--- src/rtl/riscv_pkg.sv ---
// Shared definitions for the RISC-V core pipeline.
// ALU op codes, branch codes and the decode-to-execute control bundle.
package riscv_pkg;

    localparam int REG_W = 5;

    localparam logic [2:0] ALU_ADD = 3'b000;
    localparam logic [2:0] ALU_SUB = 3'b001;
    localparam logic [2:0] ALU_AND = 3'b010;
    localparam logic [2:0] ALU_XOR = 3'b011;
    localparam logic [2:0] ALU_SLT = 3'b101;
    localparam logic [2:0] ALU_OR  = 3'b110;

    typedef enum logic [1:0] {
        BR_NONE = 2'b00,
        BR_BEQ  = 2'b01,
        BR_BNE  = 2'b10,
        BR_BLT  = 2'b11
    } br_e;

    typedef struct packed {
        logic [REG_W-1:0] rs1;
        logic [REG_W-1:0] rs2;
        logic [REG_W-1:0] rd;
        logic             alu_src;
        logic [2:0]       alu_control;
        logic             reg_write;
        br_e              branch;
    } id_ex_t;

endpackage

--- src/rtl/ex_forward.sv ---
// Operand forwarding from the M register into the execute stage.
// Pure combinational compare and select.
module ex_forward
    import riscv_pkg::*;
#(
    parameter int WIDTH = 32
) (
    input  logic             m_valid,
    input  logic             m_reg_write,
    input  logic [REG_W-1:0] m_rd,
    input  logic [WIDTH-1:0] m_result,
    input  logic [REG_W-1:0] e_rs,
    input  logic [WIDTH-1:0] e_val,
    output logic [WIDTH-1:0] fwd_val
);

    logic hit;

    // x0 is hard-wired to zero, so it never forwards.
    assign hit = m_valid && m_reg_write
              && (m_rd != '0) && (m_rd == e_rs);

    assign fwd_val = hit ? m_result : e_val;

endmodule

--- src/rtl/ex_stage.sv ---
// Execute stage: operand select/forwarding, branch resolution,
// and the M output register towards the memory stage.
module ex_stage
    import riscv_pkg::*;
#(
    parameter int WIDTH = 32
) (
    input  logic             clk,
    input  logic             reset,
    input  logic             in_valid,
    output logic             in_ready,
    input  logic [WIDTH-1:0] in_pc,
    input  logic [WIDTH-1:0] in_rs1_val,
    input  logic [WIDTH-1:0] in_rs2_val,
    input  logic [WIDTH-1:0] in_imm,
    input  logic [REG_W-1:0] in_rs1,
    input  logic [REG_W-1:0] in_rs2,
    input  logic [REG_W-1:0] in_rd,
    input  logic             in_alu_src,
    input  logic [2:0]       in_alu_control,
    input  logic             in_reg_write,
    input  logic [1:0]       in_branch,
    output logic [WIDTH-1:0] alu_a,
    output logic [WIDTH-1:0] alu_b,
    output logic [2:0]       alu_control,
    input  logic [WIDTH-1:0] alu_result,
    input  logic             alu_zero,
    output logic             out_valid,
    input  logic             out_ready,
    output logic [WIDTH-1:0] out_result,
    output logic [REG_W-1:0] out_rd,
    output logic             out_reg_write,
    output logic             redirect_valid,
    output logic [WIDTH-1:0] redirect_pc
);

    logic             e_valid;
    logic [WIDTH-1:0] e_pc;
    logic [WIDTH-1:0] e_rs1_val;
    logic [WIDTH-1:0] e_rs2_val;
    logic [WIDTH-1:0] e_imm;
    id_ex_t           e_ctl;

    logic             m_valid;
    logic [WIDTH-1:0] m_result;
    logic [REG_W-1:0] m_rd;
    logic             m_reg_write;

    logic             e_fire;
    logic             taken;
    logic [WIDTH-1:0] fwd_rs1;
    logic [WIDTH-1:0] fwd_rs2;

    assign e_fire   = e_valid && (!m_valid || out_ready);
    assign in_ready = !e_valid || e_fire;

    ex_forward #(.WIDTH(WIDTH)) u_fwd_rs1 (
        .m_valid     (m_valid),
        .m_reg_write (m_reg_write),
        .m_rd        (m_rd),
        .m_result    (m_result),
        .e_rs        (e_ctl.rs1),
        .e_val       (e_rs1_val),
        .fwd_val     (fwd_rs1)
    );

    ex_forward #(.WIDTH(WIDTH)) u_fwd_rs2 (
        .m_valid     (m_valid),
        .m_reg_write (m_reg_write),
        .m_rd        (m_rd),
        .m_result    (m_result),
        .e_rs        (e_ctl.rs2),
        .e_val       (e_rs2_val),
        .fwd_val     (fwd_rs2)
    );

    assign alu_a       = fwd_rs1;
    assign alu_b       = e_ctl.alu_src ? e_imm : fwd_rs2;
    assign alu_control = e_ctl.alu_control;

    always_comb begin
        taken = 1'b0;
        unique case (e_ctl.branch)
            BR_NONE: taken = 1'b0;
            BR_BEQ:  taken = alu_zero;
            BR_BNE:  taken = !alu_zero;
            BR_BLT:  taken = alu_result[0];
        endcase
    end

    assign redirect_valid = e_fire && taken;
    assign redirect_pc    = e_pc + e_imm;

    // A taken branch squashes whatever decode hands over this cycle.
    always_ff @(posedge clk or posedge reset) begin
        if (reset) begin
            e_valid   <= 1'b0;
            e_pc      <= '0;
            e_rs1_val <= '0;
            e_rs2_val <= '0;
            e_imm     <= '0;
            e_ctl     <= '0;
        end else if (redirect_valid) begin
            e_valid <= 1'b0;
        end else if (in_valid && in_ready) begin
            e_valid         <= 1'b1;
            e_pc            <= in_pc;
            e_rs1_val       <= in_rs1_val;
            e_rs2_val       <= in_rs2_val;
            e_imm           <= in_imm;
            e_ctl.rs1       <= in_rs1;
            e_ctl.rs2       <= in_rs2;
            e_ctl.rd        <= in_rd;
            e_ctl.alu_src   <= in_alu_src;
            e_ctl.alu_control <= in_alu_control;
            e_ctl.reg_write <= in_reg_write;
            e_ctl.branch    <= br_e'(in_branch);
        end else if (e_fire) begin
            e_valid <= 1'b0;
        end
    end

    always_ff @(posedge clk or posedge reset) begin
        if (reset) begin
            m_valid     <= 1'b0;
            m_result    <= '0;
            m_rd        <= '0;
            m_reg_write <= 1'b0;
        end else if (e_fire) begin
            m_valid     <= (e_ctl.branch == BR_NONE);
            m_result    <= alu_result;
            m_rd        <= e_ctl.rd;
            m_reg_write <= e_ctl.reg_write;
        end else if (m_valid && out_ready) begin
            m_valid <= 1'b0;
        end
    end

    assign out_valid     = m_valid;
    assign out_result    = m_result;
    assign out_rd        = m_rd;
    assign out_reg_write = m_reg_write;

endmodule

--- config.mk ---
export PLATFORM = sky130hd
export DESIGN_NAME = ex_stage
export DESIGN_NICKNAME = d
export VERILOG_FILES = /design/src/rtl/riscv_pkg.sv /design/src/rtl/ex_forward.sv /design/src/rtl/ex_stage.sv
export SDC_FILE = /design/constraint.sdc
export NUM_CORES = 1
export LEC_CHECK = 0
export CAP_MARGIN = 30
export CORE_MARGIN = 2
export CORE_UTILIZATION = 50
export CTS_BUF_LIST = sky130_fd_sc_hd__clkbuf_16
export CTS_CLUSTER_DIAMETER = 30
export DETAILED_ROUTE_END_ITERATION = 6
export PLACE_DENSITY_LB_ADDON = 0.12
export REMOVE_ABC_BUFFERS = 1
export SLEW_MARGIN = 5
export SYNTH_ARGS = -nofsm -noshare
export SYNTH_HDL_FRONTEND = slang
export SYNTH_SLANG_ARGS = --single-unit
--- constraint.sdc ---
create_clock -name clk -period 10.4 [get_ports clk]
set_input_delay 2.08 -clock clk [delete_from_list [all_inputs] [get_ports clk]]
set_output_delay 2.08 -clock clk [all_outputs]
set_load 0.005 [all_outputs]
==> qor.txt, run 1 <==
Clk buf depth = 2
CTS tree = done
Slew Limit Fails = 0
Fin nets = 1,338
Fin crit share = 0.550
Num CTS Buffers = 17
Final WL = 27,500 um
RSZ-0062 raised after global routing = false
Critical path type = in2out
ANT nets after route = 0
R2R cell count = 5
Main synth FF type = dfrtp_1
Detailed-route via count = 7,503
Largest net degree at the start of global routing = 118
DRT Pass-1 Iters = 4
Maximum vdd drop = 149 uV
Switching power share of the total = 0.355
Clk_skew = 0.0114 ns
Critical Path End Type = primary output
Slew @ Worst Pin = 0.904 ns
Hold Worst Slack = 0.503 ns
Sequential Area = 4760 um2
Post-synthesis cell type count = 57
Cell Area, Synth = 9980 um2
Power Dens Cells = 280 nW/um2
Area taken by multi-input logic gates = 4970 um2
Number of synthesized flops with an enable pin = 0
Final min period = 5.72 ns
Power share of the sequential group = 0.299
Synth Register Bits = 190
Final WS setup = 4.68 ns
Clock transition at path regs = 0.08 ns
Max-cap viol count = 0
Placement Setup Slack = 4.66 ns
Comb power frac = 0.532
Routability cong. = 0.849
Outcome = finished, final reports clean
WL/cell = 19.6 um
Share of layout cells above drive strength 1 = 0.220
Die W = 145 um
Syn_area_per_cell = 12.3 um2
Remaining DRCs = 0
Leakage = 5.74 nW
Clk pwr share = 0.169
Post-DP HPWL = 20,200 um
Port Buffer Count = 326
Clk_lat worst skew = 0.43 ns
# resized after CTS = 0
Dpl cells = 1,364
Hold_buf cts = 0
Share of synthesized flip-flops with an asynchronous set or reset = 1.00
Core area = 19,500 um2
Via-to-Cell Ratio = 5.36
Setup violations, final = 0
Total Die Area = 21,100 um2
Worst Path Required = 8.32 ns
DP Area = 13,400 um2
Overall Global Routing Usage = 0.260
Hold Vio Cnt, Final = 0
Hold crit path type = reg2reg
H-tree depth = 4
I/O pin count = 327
Maximum fanout along the worst path = 3
Slew headroom = 0.397
Synth Warn # = 0
Vias in the first global route = 7,750
Initial Util = 0.511
Layout Cells excl Fill = 1,401
Clock root buffer = clkbuf_16
Final Cell Area = 14,100 um2
Fill cells = 1,481
Post-Route Setup TNS = 0 ns
Peak Freq = 175 MHz
Grt ovf = 0
Seq/Total Area, Yosys = 0.476
Layout area overhead = 40.8%
Clock Sinks = 190
Startpoint Class = input port
Syn Inst Count = 810
Row count = 51
Hold Path Cell Cnt = 1
Int Pwr = 2.54 mW
Post-CTS setup buffer count = 0
First-pass GRT wire length = 42,800 um
Die H = 145 um
Initial antenna violation count = 4
NetSw = 1.39 mW
Worst Path Arrival = 3.64 ns
DR iter-0 viols = 366
routing by layer:
| layer | up-vias | share of wire | global-route usage |
|---|---|---|---|
| li1 | 3556 | - | - |
| met1 | 3676 | 0.42 | 0.332 |
| met2 | 232 | 0.48 | 0.422 |
| met3 | 39 | 0.069 | 0.0770 |
| met4 | 0 | 0.025 | 0.0946 |
| met5 | - | 0 | 0 |
metrics by stage:
step,power (mW),utilization
final,3.93,0.720
after global routing,4.18,0.720
after CTS,3.95,0.718
after detailed placement,3.28,0.687
after global placement,3.24,0.687
after floorplan,2.28,-
critical path: stages:
cell and delay, ns:
clkdlybuf4s50_1 0.50, mux2_2 0.33, o2111ai_1 0.20, inv_1 0.07, clkdlybuf4s50_1 0.45
Yosys cell counts, types with 2 or more instances:
cell type	count	area, um2
mux2_2	191	2150
dfrtp_1	190	4750
nand2_1	62	233
a21oi_1	35	175
o21ai_1	33	165
mux2i_1	32	320
ha_1	31	388
mux2_1	30	338
xnor2_1	23	201
clkbuf_1	16	60.1
xor2_1	16	140
nor2_1	14	52.6
a21o_1	13	97.6
buf_2	13	65.1
o21ai_0	13	65.1
nand3_1	9	45.0
inv_1	8	30.0
buf_4	6	45.0
nand4_1	6	37.5
o21a_1	6	45.0
buf_1	5	18.8
buf_6	5	56.3
a221oi_2	4	60.1
nand2b_1	4	25.0
a31oi_1	3	18.8
nor3_1	3	15.0
o211ai_1	3	22.5
and2_1	2	12.5
and3_1	2	12.5
and4_1	2	17.5
nor4_4	2	42.5
o2111ai_1	2	17.5
o21bai_1	2	15.0
cell usage in the layout (no fill, tap or decap), types with 3 or more instances in the layout:
cell and count:
clkbuf_16 17, a221oi_2 4, clkdlybuf4s50_1 326, a21o_1 13, mux2_2 191, inv_6 5, a31oi_1 3, a21oi_1 35
o21ai_1 33, nor3_1 3, xnor2_1 23, buf_4 8, inv_1 8, diode_2 4, nand4_1 6, inv_8 5
mux2_1 30, nand2_1 61, xor2_1 16, nand2b_1 4, nand3_1 8, nor2_1 14, o21ai_0 13, mux2i_1 32
o21a_1 6, ha_1 31, dfrtp_1 189, o211ai_1 3
sequential cells by signal, summed over array words and instances, names as in the netlist, 3 cells and up:
signal and count:
alu_control 3, e_ctl 19, e_imm 32, e_pc 32
e_rs1_val 32, e_rs2_val 32, out_rd 5, out_result 32
final cells by class:
type | instances | share of cell area
Multi-Input combinational cell | 567 | 0.354
Tap cell | 265 | 0.0236
Sequential cell | 190 | 0.338
Inverter | 8 | 0.00267
Clock inverter | 15 | 0.0123
Timing Repair Buffer | 335 | 0.238
Antenna cell | 4 | 0.000712
Clock buffer | 17 | 0.0303
power groups by stage:
stage | logic [mW] | clock network [mW] | registers (mW)
after floorplan | 1.14 | 0 | 1.14
after global routing | 2.26 | 0.705 | 1.21
after detailed placement | 2.09 | 0 | 1.19
after global placement | 2.06 | 0 | 1.18
after CTS | 2.10 | 0.677 | 1.18
final | 2.09 | 0.664 | 1.18
final timing paths:
path,from,to,slack (ns)
worst max-delay path,alu_zero,redirect_valid,4.68
worst min-delay path,e_rs1_val[1]$_DFFE_PP0P_,e_rs1_val[1]$_DFFE_PP0P_,0.50
worst max register to register,out_valid$_DFFE_PP0P_,e_rs2_val[22]$_DFFE_PP0P_,7.64
worst min register to register,e_rs1_val[1]$_DFFE_PP0P_,e_rs1_val[1]$_DFFE_PP0P_,0.50
max in group asynchronous,reset,e_pc[4]$_DFFE_PP0P_,7.14
min in group asynchronous,reset,out_result[4]$_DFFE_PP0P_,2.19
cells by family after synthesis:
kind of cell | share of synthesized area
XOR/XNOR | 0.0342
flip-flops | 0.476
buffers and inverters | 0.0276
AO/OA/AOI/OAI | 0.0851
adder cells (fa/ha/maj) | 0.0409
multiplexers | 0.281
AND/OR/NAND/NOR | 0.0548
Note: power is estimated with default switching activity, not from simulation.
==> inputs of run 2 (changes only) <==
--- a/config.mk
+++ b/config.mk
@@ -7,7 +7,7 @@
 export LEC_CHECK = 0
 export CAP_MARGIN = 30
 export CORE_MARGIN = 2
-export CORE_UTILIZATION = 50
+export CORE_UTILIZATION = 47
 export CTS_BUF_LIST = sky130_fd_sc_hd__clkbuf_16
 export CTS_CLUSTER_DIAMETER = 30
 export DETAILED_ROUTE_END_ITERATION = 6
==> constraint.sdc (replaced) <==
create_clock -name clk -period 5.9 [get_ports clk]
set_input_delay 1.18 -clock clk [delete_from_list [all_inputs] [get_ports clk]]
set_output_delay 1.18 -clock clk [all_outputs]
set_load 0.005 [all_outputs]
==> qor.txt, run 2 (same netlist as run 1, synthesis figures left out) <==
Final WL = 27,200 um
Peak Freq = 204 MHz
Sequential Area = 4760 um2
Fin crit share = 0.831
Slew @ Worst Pin = 0.667 ns
Share of layout cells above drive strength 1 = 0.221
Slew Limit Fails = 0
Final Cell Area = 14,100 um2
Worst Path Arrival = 3.72 ns
Largest net degree at the start of global routing = 137
Port Buffer Count = 326
ANT nets after route = 0
Setup violations, final = 0
RSZ-0062 raised after global routing = false
Clock Sinks = 190
Num CTS Buffers = 17
Worst Path Required = 4.72 ns
Hold_buf cts = 0
Clock transition at path regs = 0.07 ns
Most frequent cells in the layout = clkdlybuf4s50_1, mux2_2, dfrtp_1
Power Dens Cells = 493 nW/um2
Vias in the first global route = 7,702
Maximum fanout along the worst path = 5
Maximum vdd drop = 242 uV
Reg2Reg Setup Slack = 3.31 ns
Hold Path Cell Cnt = 1
Row count = 53
Power share of the sequential group = 0.300
Layout Cells excl Fill = 1,408
First-pass GRT wire length = 41,800 um
Switching power share of the total = 0.356
# resized after CTS = 0
Overall Global Routing Usage = 0.244
Post-DP HPWL = 20,000 um
Via-to-Cell Ratio = 5.33
CP max-delay cell = clkdlybuf4s50_1
Slew headroom = 0.555
WL/cell = 19.3 um
Routability cong. = 0.868
DRT Pass-1 Iters = 4
FF-to-FF End = e_rs2_val[22]$_DFFE_PP0P_
Hold crit path type = reg2reg
CP max stage delay = 0.53 ns
Hold path start = e_rs1_val[28]$_DFFE_PP0P_
Initial antenna violation count = 1
Clk buf depth = 2
Startpoint Class = register
CP top delay family = compound AO/OA/AOI/OAI gates
Dpl cells = 1,373
Clk pwr share = 0.174
H-tree depth = 4
DR iter-0 viols = 298
Buf/Inv on CP = 1
Leakage = 5.76 nW
Outcome = finished, final reports clean
Total Die Area = 22,400 um2
Fin nets = 1,338
Critical Path End Type = primary output
Die H = 150 um
R2R cell count = 5
Post-CTS setup buffer count = 0
Final min period = 4.90 ns
Grt ovf = 0
Max-cap viol count = 0
Reg-to-Reg Start = out_valid$_DFFE_PP0P_
Comb power frac = 0.526
DP Area = 13,400 um2
Hold EP = e_rs1_val[28]$_DFFE_PP0P_
Cell Chain, Critical Path = ha_1, fa_1, a21o_1, a221oi_2, o311ai_1, a21oi_2, a31oi_4, a221oi_2, xnor2_1, clkdlybuf4s50_1
Detailed-route via count = 7,511
I/O pin count = 327
NetSw = 2.48 mW
Die W = 150 um
Int Pwr = 4.49 mW
Initial Util = 0.476
Clk_skew = 0.00971 ns
Core area = 21,000 um2
Fill cells = 1,634
Layout area overhead = 41.6%
Hold Vio Cnt, Final = 0
Clock root buffer = clkbuf_16
Clk_lat worst skew = 0.44 ns
Critical path type = reg2out
Most common cell after layout, fill and taps aside = clkdlybuf4s50_1
CTS tree = done
Crit-path most repeated cell = a221oi_2
Remaining DRCs = 0
Area taken by multi-input logic gates = 4970 um2
## run 2: cell types whose count changed in the layout (fill, tap and decap cells not counted), sizes merged
cell and delta:
inv -7, diode -3, clkinv +7
## run 2: routing by layer
layer	global-route usage	wire length [um]	up-vias
met5	0	0	-
met4	0.0825	658	0
met3	0.0671	1610	41
met2	0.408	13500	221
met1	0.307	11400	3709
li1	-	-	3540
## run 2: final cells by class
class / instances / area share
Tap cell: 275 / 0.0243
Clock buffer: 17 / 0.0301
Sequential cell: 190 / 0.336
Antenna cell: 1 / 0.000177
Timing Repair Buffer: 335 / 0.239
Multi-Input combinational cell: 567 / 0.352
Clock inverter: 15 / 0.0158
Inverter: 8 / 0.00266
## run 2: worst max-delay path by stage
| stage | start | end | slack [ns] | cells past startpoint |
|---|---|---|---|---|
| 6_report | e_imm[0]$_DFFE_PP0P_ | redirect_pc[26] | 1.0 | 10 |
| 5_1_grt | e_imm[0]$_DFFE_PP0P_ | redirect_pc[26] | 0.83 | 10 |
| 4_1_cts | e_pc[0]$_DFFE_PP0P_ | redirect_pc[26] | 0.98 | 10 |
| 3_5_place_dp | e_imm[0]$_DFFE_PP0P_ | redirect_pc[26] | 1.50 | 10 |
| 3_3_place_gp | e_imm[0]$_DFFE_PP0P_ | redirect_pc[26] | 1.58 | 10 |
| 2_1_floorplan | alu_zero | alu_control[0]$_DFFE_PP0P_ | -0.65 | 4 |
## run 2: power groups by stage
stage          clock (mW)  combinational [mW]  sequential, mW
3_3_place_gp            0                3.61            2.10
3_5_place_dp            0                3.65            2.12
6_report             1.21                3.66            2.09
5_1_grt              1.31                3.96            2.16
4_1_cts              1.25                3.68            2.10
2_1_floorplan           0                2.01            2.01
## run 2: stage by stage
step	utilization	setup slack (ns)	setup TNS, ns	hold WS, ns	power [mW]
2_1_floorplan	-	-0.648	-182.82	0.472	4.02
3_3_place_gp	0.641	1.58	0	0.480	5.71
3_5_place_dp	0.642	1.50	0	0.486	5.77
4_1_cts	0.673	0.978	0	0.503	7.03
5_1_grt	0.675	0.833	0	0.517	7.42
6_report	0.675	0.999	0	0.502	6.97
==> inputs of run 3 (changes only) <==
==> constraint.sdc (replaced) <==
create_clock -name clk -period 4.7 [get_ports clk]
set_input_delay 0.94 -clock clk [delete_from_list [all_inputs] [get_ports clk]]
set_output_delay 0.94 -clock clk [all_outputs]
set_load 0.005 [all_outputs]
==> qor.txt, run 3 (same netlist as run 1, synthesis figures left out) <==
Core area = 21,000 um2
Via-to-Cell Ratio = 5.34
Clk_skew = 0.00904 ns
Remaining DRCs = 0
Slew headroom = 0.485
Sequential Area = 4760 um2
Row count = 53
Hold_buf cts = 0
Grt ovf = 0
Final min period = 4.60 ns
Routability cong. = 0.877
Final Total Pwr = 8.82 mW
Initial Util = 0.476
Outcome = finished, final reports clean
Most common cell after layout, fill and taps aside = clkdlybuf4s50_1
Port Buffer Count = 326
Final WL = 27,800 um
Clk buf depth = 2
Clock root buffer = clkbuf_16
CTS tree = done
Worst Path Arrival = 3.66 ns
ANT nets after route = 0
Slew Limit Fails = 0
Hold Vio Cnt, Final = 0
Power Dens Cells = 622 nW/um2
Slew @ Worst Pin = 0.772 ns
I/O pin count = 327
Detailed-route via count = 7,551
First-pass GRT wire length = 42,900 um
DRT Pass-1 Iters = 4
Largest net degree at the start of global routing = 109
Clk_lat worst skew = 0.44 ns
Vias in the first global route = 7,837
Leakage = 5.78 nW
Fill cells = 1,663
Fin crit share = 0.978
Maximum vdd drop = 341 uV
Post-DP HPWL = 20,300 um
Clock Sinks = 190
DR iter-0 viols = 312
DP Area = 13,500 um2
H-tree depth = 4
Initial antenna violation count = 2
Num CTS Buffers = 17
WL/cell = 19.7 um
Maximum fanout along the worst path = 5
Fin nets = 1,343
Setup violations, final = 0
Critical Path End Type = primary output
Final Cell Area = 14,200 um2
Overall Global Routing Usage = 0.249
Critical path type = reg2out
Startpoint Class = register
Area taken by multi-input logic gates = 4980 um2
Peak Freq = 218 MHz
Die H = 150 um
Worst Path Required = 3.76 ns
Most frequent cells in the layout = clkdlybuf4s50_1, mux2_2, dfrtp_1
Share of layout cells above drive strength 1 = 0.223
Clock transition at path regs = 0.08 ns
Hold crit path type = reg2reg
Max-cap viol count = 0
Die W = 150 um
Total Die Area = 22,400 um2
Layout area overhead = 41.9%
==> run 3: cell types whose count changed in the layout (fill, tap and decap cells not counted) <==
| cell | previous run | this run |
|---|---|---|
| buf_4 | 5 | 9 |
| a221oi_2 | 4 | 3 |
| clkinv_4 | 2 | 1 |
| inv_8 | 2 | 4 |
| clkinv_1 | 0 | 1 |
| diode_2 | 1 | 2 |
| inv_6 | 2 | 4 |
| clkinv_8 | 9 | 5 |
| buf_12 | 2 | 3 |
| a221oi_4 | 0 | 1 |
==> run 3: power breakdown <==
part | internal [mW] | total [mW] | switching, mW
Combinational | 2.73 | 4.69 | 1.96
Sequential | 2.17 | 2.62 | 0.449
Clock | 0.771 | 1.51 | 0.739
==> run 3: metal layers <==
layer / vias to the layer above / wire, um / GRT usage
met1: 3724 / 11500 / 0.311
met3: 25 / 1900 / 0.0710
met2: 233 / 14000 / 0.426
met4: 0 / 404 / 0.0660
met5: - / 0 / 0
li1: 3569 / - / -
==> run 3: stage by stage <==
step | worst slack, ns | hold WS, ns | instances | utilization | TNS [ns]
6_report | 0.104 | 0.504 | 1414 | 0.676 | 0
5_1_grt | -0.0324 | 0.519 | 1414 | 0.676 | -0.0459
4_1_cts | 0.0341 | 0.508 | 1409 | 0.674 | 0
3_5_place_dp | 0.547 | 0.490 | 1377 | 0.644 | 0
3_3_place_gp | 0.615 | 0.480 | 1376 | 0.643 | 0
2_1_floorplan | -1.61 | 0.472 | 765 | - | -509.22
==> run 3: worst paths after layout <==
path                                      startpoint                        end  slack (ns)  cells past startpoint
max in group asynchronous                      reset      e_imm[12]$_DFFE_PP0P_        2.76                      3
min in group asynchronous                      reset   e_rs1_val[5]$_DFFE_PP0P_        1.04                      2
hold reg to reg            e_rs1_val[23]$_DFFE_PP0P_  e_rs1_val[23]$_DFFE_PP0P_        0.50                      1
setup / recovery                e_imm[0]$_DFFE_PP0P_            redirect_pc[26]        0.10                     10
hold / removal             e_rs1_val[23]$_DFFE_PP0P_  e_rs1_val[23]$_DFFE_PP0P_        0.50                      1
setup reg to reg               out_valid$_DFFE_PP0P_       e_pc[19]$_DFFE_PP0P_        2.73                      5
==> run 3: area by class of cell <==
class / instances / area share
diodes: 2 / 0.000353
multi-input cells: 567 / 0.351
clock inverters: 15 / 0.0136
inverters: 8 / 0.00265
repair buffers: 340 / 0.242
clock buffers: 17 / 0.0300
flip-flops and latches: 190 / 0.336
well taps: 275 / 0.0243
==> run 3: timing repair <==
item                       in CTS  in global routing
setup endpoints to repair       0                  6
resized for setup               0                  1
setup buffers                   0                  1
==> run 3: worst max-delay path, stage by stage (launching register included) <==
cell,delay (ns)
dfrtp_1,0.41
ha_1,0.24
fa_1,0.42
a21o_1,0.25
a221oi_4,0.36
o311ai_1,0.15
a21oi_2,0.29
a31oi_4,0.16
a221oi_2,0.28
xnor2_1,0.15
clkdlybuf4s50_1,0.51
==> RTL change 1: new RTL, settings of run 3 <==
`WIDTH` is set to 32 in 2 places; all go to 16.
--- a/src/rtl/ex_forward.sv
+++ b/src/rtl/ex_forward.sv
@@ -4,5 +4,5 @@
     import riscv_pkg::*;
 #(
-    parameter int WIDTH = 32
+    parameter int WIDTH = 16
 ) (
     input  logic             m_valid,
--- a/src/rtl/ex_stage.sv
+++ b/src/rtl/ex_stage.sv
@@ -4,5 +4,5 @@
     import riscv_pkg::*;
 #(
-    parameter int WIDTH = 32
+    parameter int WIDTH = 16
 ) (
     input  logic             clk,
Ports: changed (9 resized); port bits go from 327 to 183. The function was not compared with the original's and may differ.
==> RTL change 1 against run 3 <==
- wire length shrank 51%
- synthesized cell count is 45% lower
- area after synthesis decreased by 43%
- total power is 48% lower
- setup slack gained 0.42 ns
- sequential cell count decreased by 80
- design area fell by 45%
- global-route usage shrank 3.1 points
- critical path type unchanged
- largest cell class is now registers
- highest routed layer unchanged
==> RTL change 1: results <==
{
  "gr-usage-met3_pct": 6.482,
  "grt_max_degree": 57,
  "comb-power_mw": 2.29,
  "dp.cells": 757,
  "r2r_slack_ns": 2.16,
  "nNetsFinal": 744,
  "cts_made_buffers": 9,
  "hold_slack_ns": 0.4920,
  "n_antenna_cell": 0,
  "gp_congestion": 0.8626,
  "routedWlPerCell_um": 17.71,
  "place_ws_ns": 0.9044,
  "min_to": "e_ctl[10]",
  "skew_ns": 0.008179,
  "first_global_vias": 4364,
  "met3_length_um": 878,
  "initialDrtViolationCount": 375,
  "finalNonFillerCells": 773,
  "max_slew.worst_pin.slew_ns": 0.9424,
  "use_met2_pct": 38.16,
  "io_buffers": 182,
  "viasPerCell": 5.375,
  "vdd_drop_max_mv": 0.2955,
  "antenna_found_initial": 0,
  "grt_pass1_wl_um": 21960,
  "power.density_mw_per_mm2": 586.1,
  "timing.rr.end": "e_ctl[19]",
  "syn-instance-count": 445,
  "h-tree-depth": 3,
  "place_area_mm2": 0.007533,
  "synth_seq_area_share_pct": 48.72,
  "layout-drive-gt1-share_pct": 23.16,
  "synthTopCellsByArea": "dfrtp_1, mux2_2, ha_1, mux2i_1, nand2_1",
  "outcome": "finished, final reports clean",
  "gr-usage-all-layers_pct": 21.83,
  "wl_met2_um": 7070
}
-- RTL change 1: cell types whose count changed after synthesis, moves of 16 or more --
cell / change
a21oi_1: -20
mux2_1: -24
nand2_1: -31
o21ai_1: -23
mux2_2: -73
dfrtp_1: -80
ha_1: -16
-- RTL change 1: worst max-delay path by stage --
stage / slack (ns) / to / start
after detailed placement: 0.90 / redirect_pc[12] / e_imm[0]
final: 0.52 / redirect_pc[12] / e_imm[0]
after CTS: 0.51 / redirect_pc[12] / e_imm[0]
after global routing: 0.39 / redirect_pc[12] / e_imm[0]
after floorplan: 0.85 / alu_control[1] / out_ready
after global placement: 1.08 / redirect_pc[12] / e_imm[0]
-- RTL change 1: area by class of cell --
type,instances,area [µm²]
clock buffer,9,225.2
clock inverter,7,73.82
fill,967,4029
inverter,6,25.02
multi-input combinational,307,2713
sequential,110,2753
tap,147,183.9
timing repair buffer,187,1859
==> RTL change 2: new RTL, settings of run 3 <==
Without the edit above. Reset style: synchronous (`reset`), changed in 2 clocked blocks.
--- a/src/rtl/ex_stage.sv
+++ b/src/rtl/ex_stage.sv
@@ -93,5 +93,5 @@
 
     // A taken branch squashes whatever decode hands over this cycle.
-    always_ff @(posedge clk or posedge reset) begin
+    always_ff @(posedge clk) begin
         if (reset) begin
             e_valid   <= 1'b0;
@@ -121,5 +121,5 @@
     end
 
-    always_ff @(posedge clk or posedge reset) begin
+    always_ff @(posedge clk) begin
         if (reset) begin
             m_valid     <= 1'b0;
Check against the original RTL: differs if reset is asserted again (counterexample within 4 cycles, from zero or initial values and one cycle with reset high); with reset held inactive, the same outputs for 4 cycles.
==> RTL change 2 against run 3 <==
- sequential share of layout area fell by 5.0 points
- largest cell class unchanged
- critical path type unchanged
- area after synthesis is 6.7% lower
- setup slack better by 0.058 ns
- sequential cell count is the same
- design area shrank 5.9%
- maximum frequency grew 1.3%
- utilization up 0.92 points
- wire length is 7.6% higher
- synthesized cell count is 50% higher
- die area decreased by 6.5%
- critical endpoint is now redirect_pc[29]
- critical path depth decreased by 1
- highest routed layer is now met5
Power is not compared: it rests on default switching activity, and its combinational part moved more than twofold at a synthesized area within 25%.
==> RTL change 2: results <==
{
  "outcome": "finished, final reports clean",
  "drt-met1-wl_um": 13100,
  "gp_congestion": 0.8709,
  "syn-instance-count": 1211,
  "setup_viol": 0,
  "met3_length_um": 1965,
  "grt_max_degree": 126,
  "use_met1_pct": 37.11,
  "wl_met2_um": 14060,
  "critPathMaxFanout": 7,
  "nNetsFinal": 1711,
  "synthTopCellsByArea": "dfxtp_1, nand2_1, a21oi_1, ha_1, mux2_2",
  "async_reset_ff_share_pct": 0,
  "initialDrtViolationCount": 626,
  "grt_pass1_wl_um": 45910,
  "place_ws_ns": 0.7300,
  "cp.arrival_ns": 3.60,
  "n_antenna_cell": 0,
  "r2r_slack_ns": 2.36,
  "layout-drive-gt1-share_pct": 6.977,
  "max_slew.worst_pin.slew_ns": 0.9493,
  "first_global_vias": 8797,
  "synth-xor-area-share_pct": 3.573,
  "gr-usage-all-layers_pct": 27.92,
  "synth-compound-area-share_pct": 19.37,
  "rr_worst_depth": 8,
  "synthTopCellsByCount": "nand2_1, a21oi_1, dfxtp_1",
  "synth_seq_area_share_pct": 40.83,
  "highest_layer": "met5",
  "hold-path-cell-count": 2,
  "routed_wirelength_um": 29890,
  "worstHoldStart": "e_rs1_val[18]",
  "hold_slack_ns": 0.4560,
  "synth_adder_area_share_pct": 4.379,
  "min_to": "e_rs1_val[18]",
  "viasPerCell": 5.272,
  "r2r-start": "out_valid",
  "timing.rr.end": "e_rs1_val[25]",
  "synth_cell_type_count": 58,
  "muxShareOfSynthArea_pct": 7.414
}
[RTL change 2: changes by cell type in the layout (fill, tap and decap cells not counted), moves of 159 or more]
cell	delta
mux2_2	-159
dfxtp_1	+189
a21oi_1	+175
nand2_1	+370
dfrtp_1	-189
[RTL change 2: worst max path at each step]
stage / from / endpoint / slack [ns]
after floorplan: out_ready / alu_control[0] / -2.20
after global placement: e_pc[0] / redirect_pc[26] / 0.81
after detailed placement: e_pc[0] / redirect_pc[26] / 0.73
after CTS: e_imm[1] / redirect_pc[29] / 0.24
after global routing: e_pc[0] / redirect_pc[16] / 0.02
final: e_imm[1] / redirect_pc[29] / 0.16
[RTL change 2: metrics by stage]
stage / cell area, µm² / power [mW]
after floorplan: 8974 / 2.120
after global placement: 12740 / 2.576
after detailed placement: 12740 / 2.591
after CTS: 13310 / 4.008
after global routing: 13340 / 4.168
final: 13340 / 3.994
[RTL change 2: area by class of cell]
cell class,instances,area [µm²]
inverter,5,18.77
timing repair buffer,344,3445
fill,1662,6121
clock buffer,17,425.4
sequential,190,3805
clock inverter,15,151.4
tap,265,331.6
multi-input combinational,934,5165
[RTL change 2: where the power goes]
part / leakage [nW] / switching [mW] / total [mW] / internal, mW
combinational: 3.73 / 0.344 / 0.782 / 0.438
sequential: 1.56 / 0.0738 / 1.78 / 1.70
clock: 0.285 / 0.684 / 1.43 / 0.750
total: 5.57 / 1.10 / 3.99 / 2.89
[RTL change 2: critical path, cell delays in order, from the launching register on]
cell and delay, ns:
dfxtp_1 0.41, ha_1 0.28, a211o_1 0.31, a211oi_2 0.37
or4_4 0.23, o211ai_4 0.13, a2111oi_0 0.56, o21ba_1 0.23
xnor2_1 0.13, clkdlybuf4s50_1 0.52
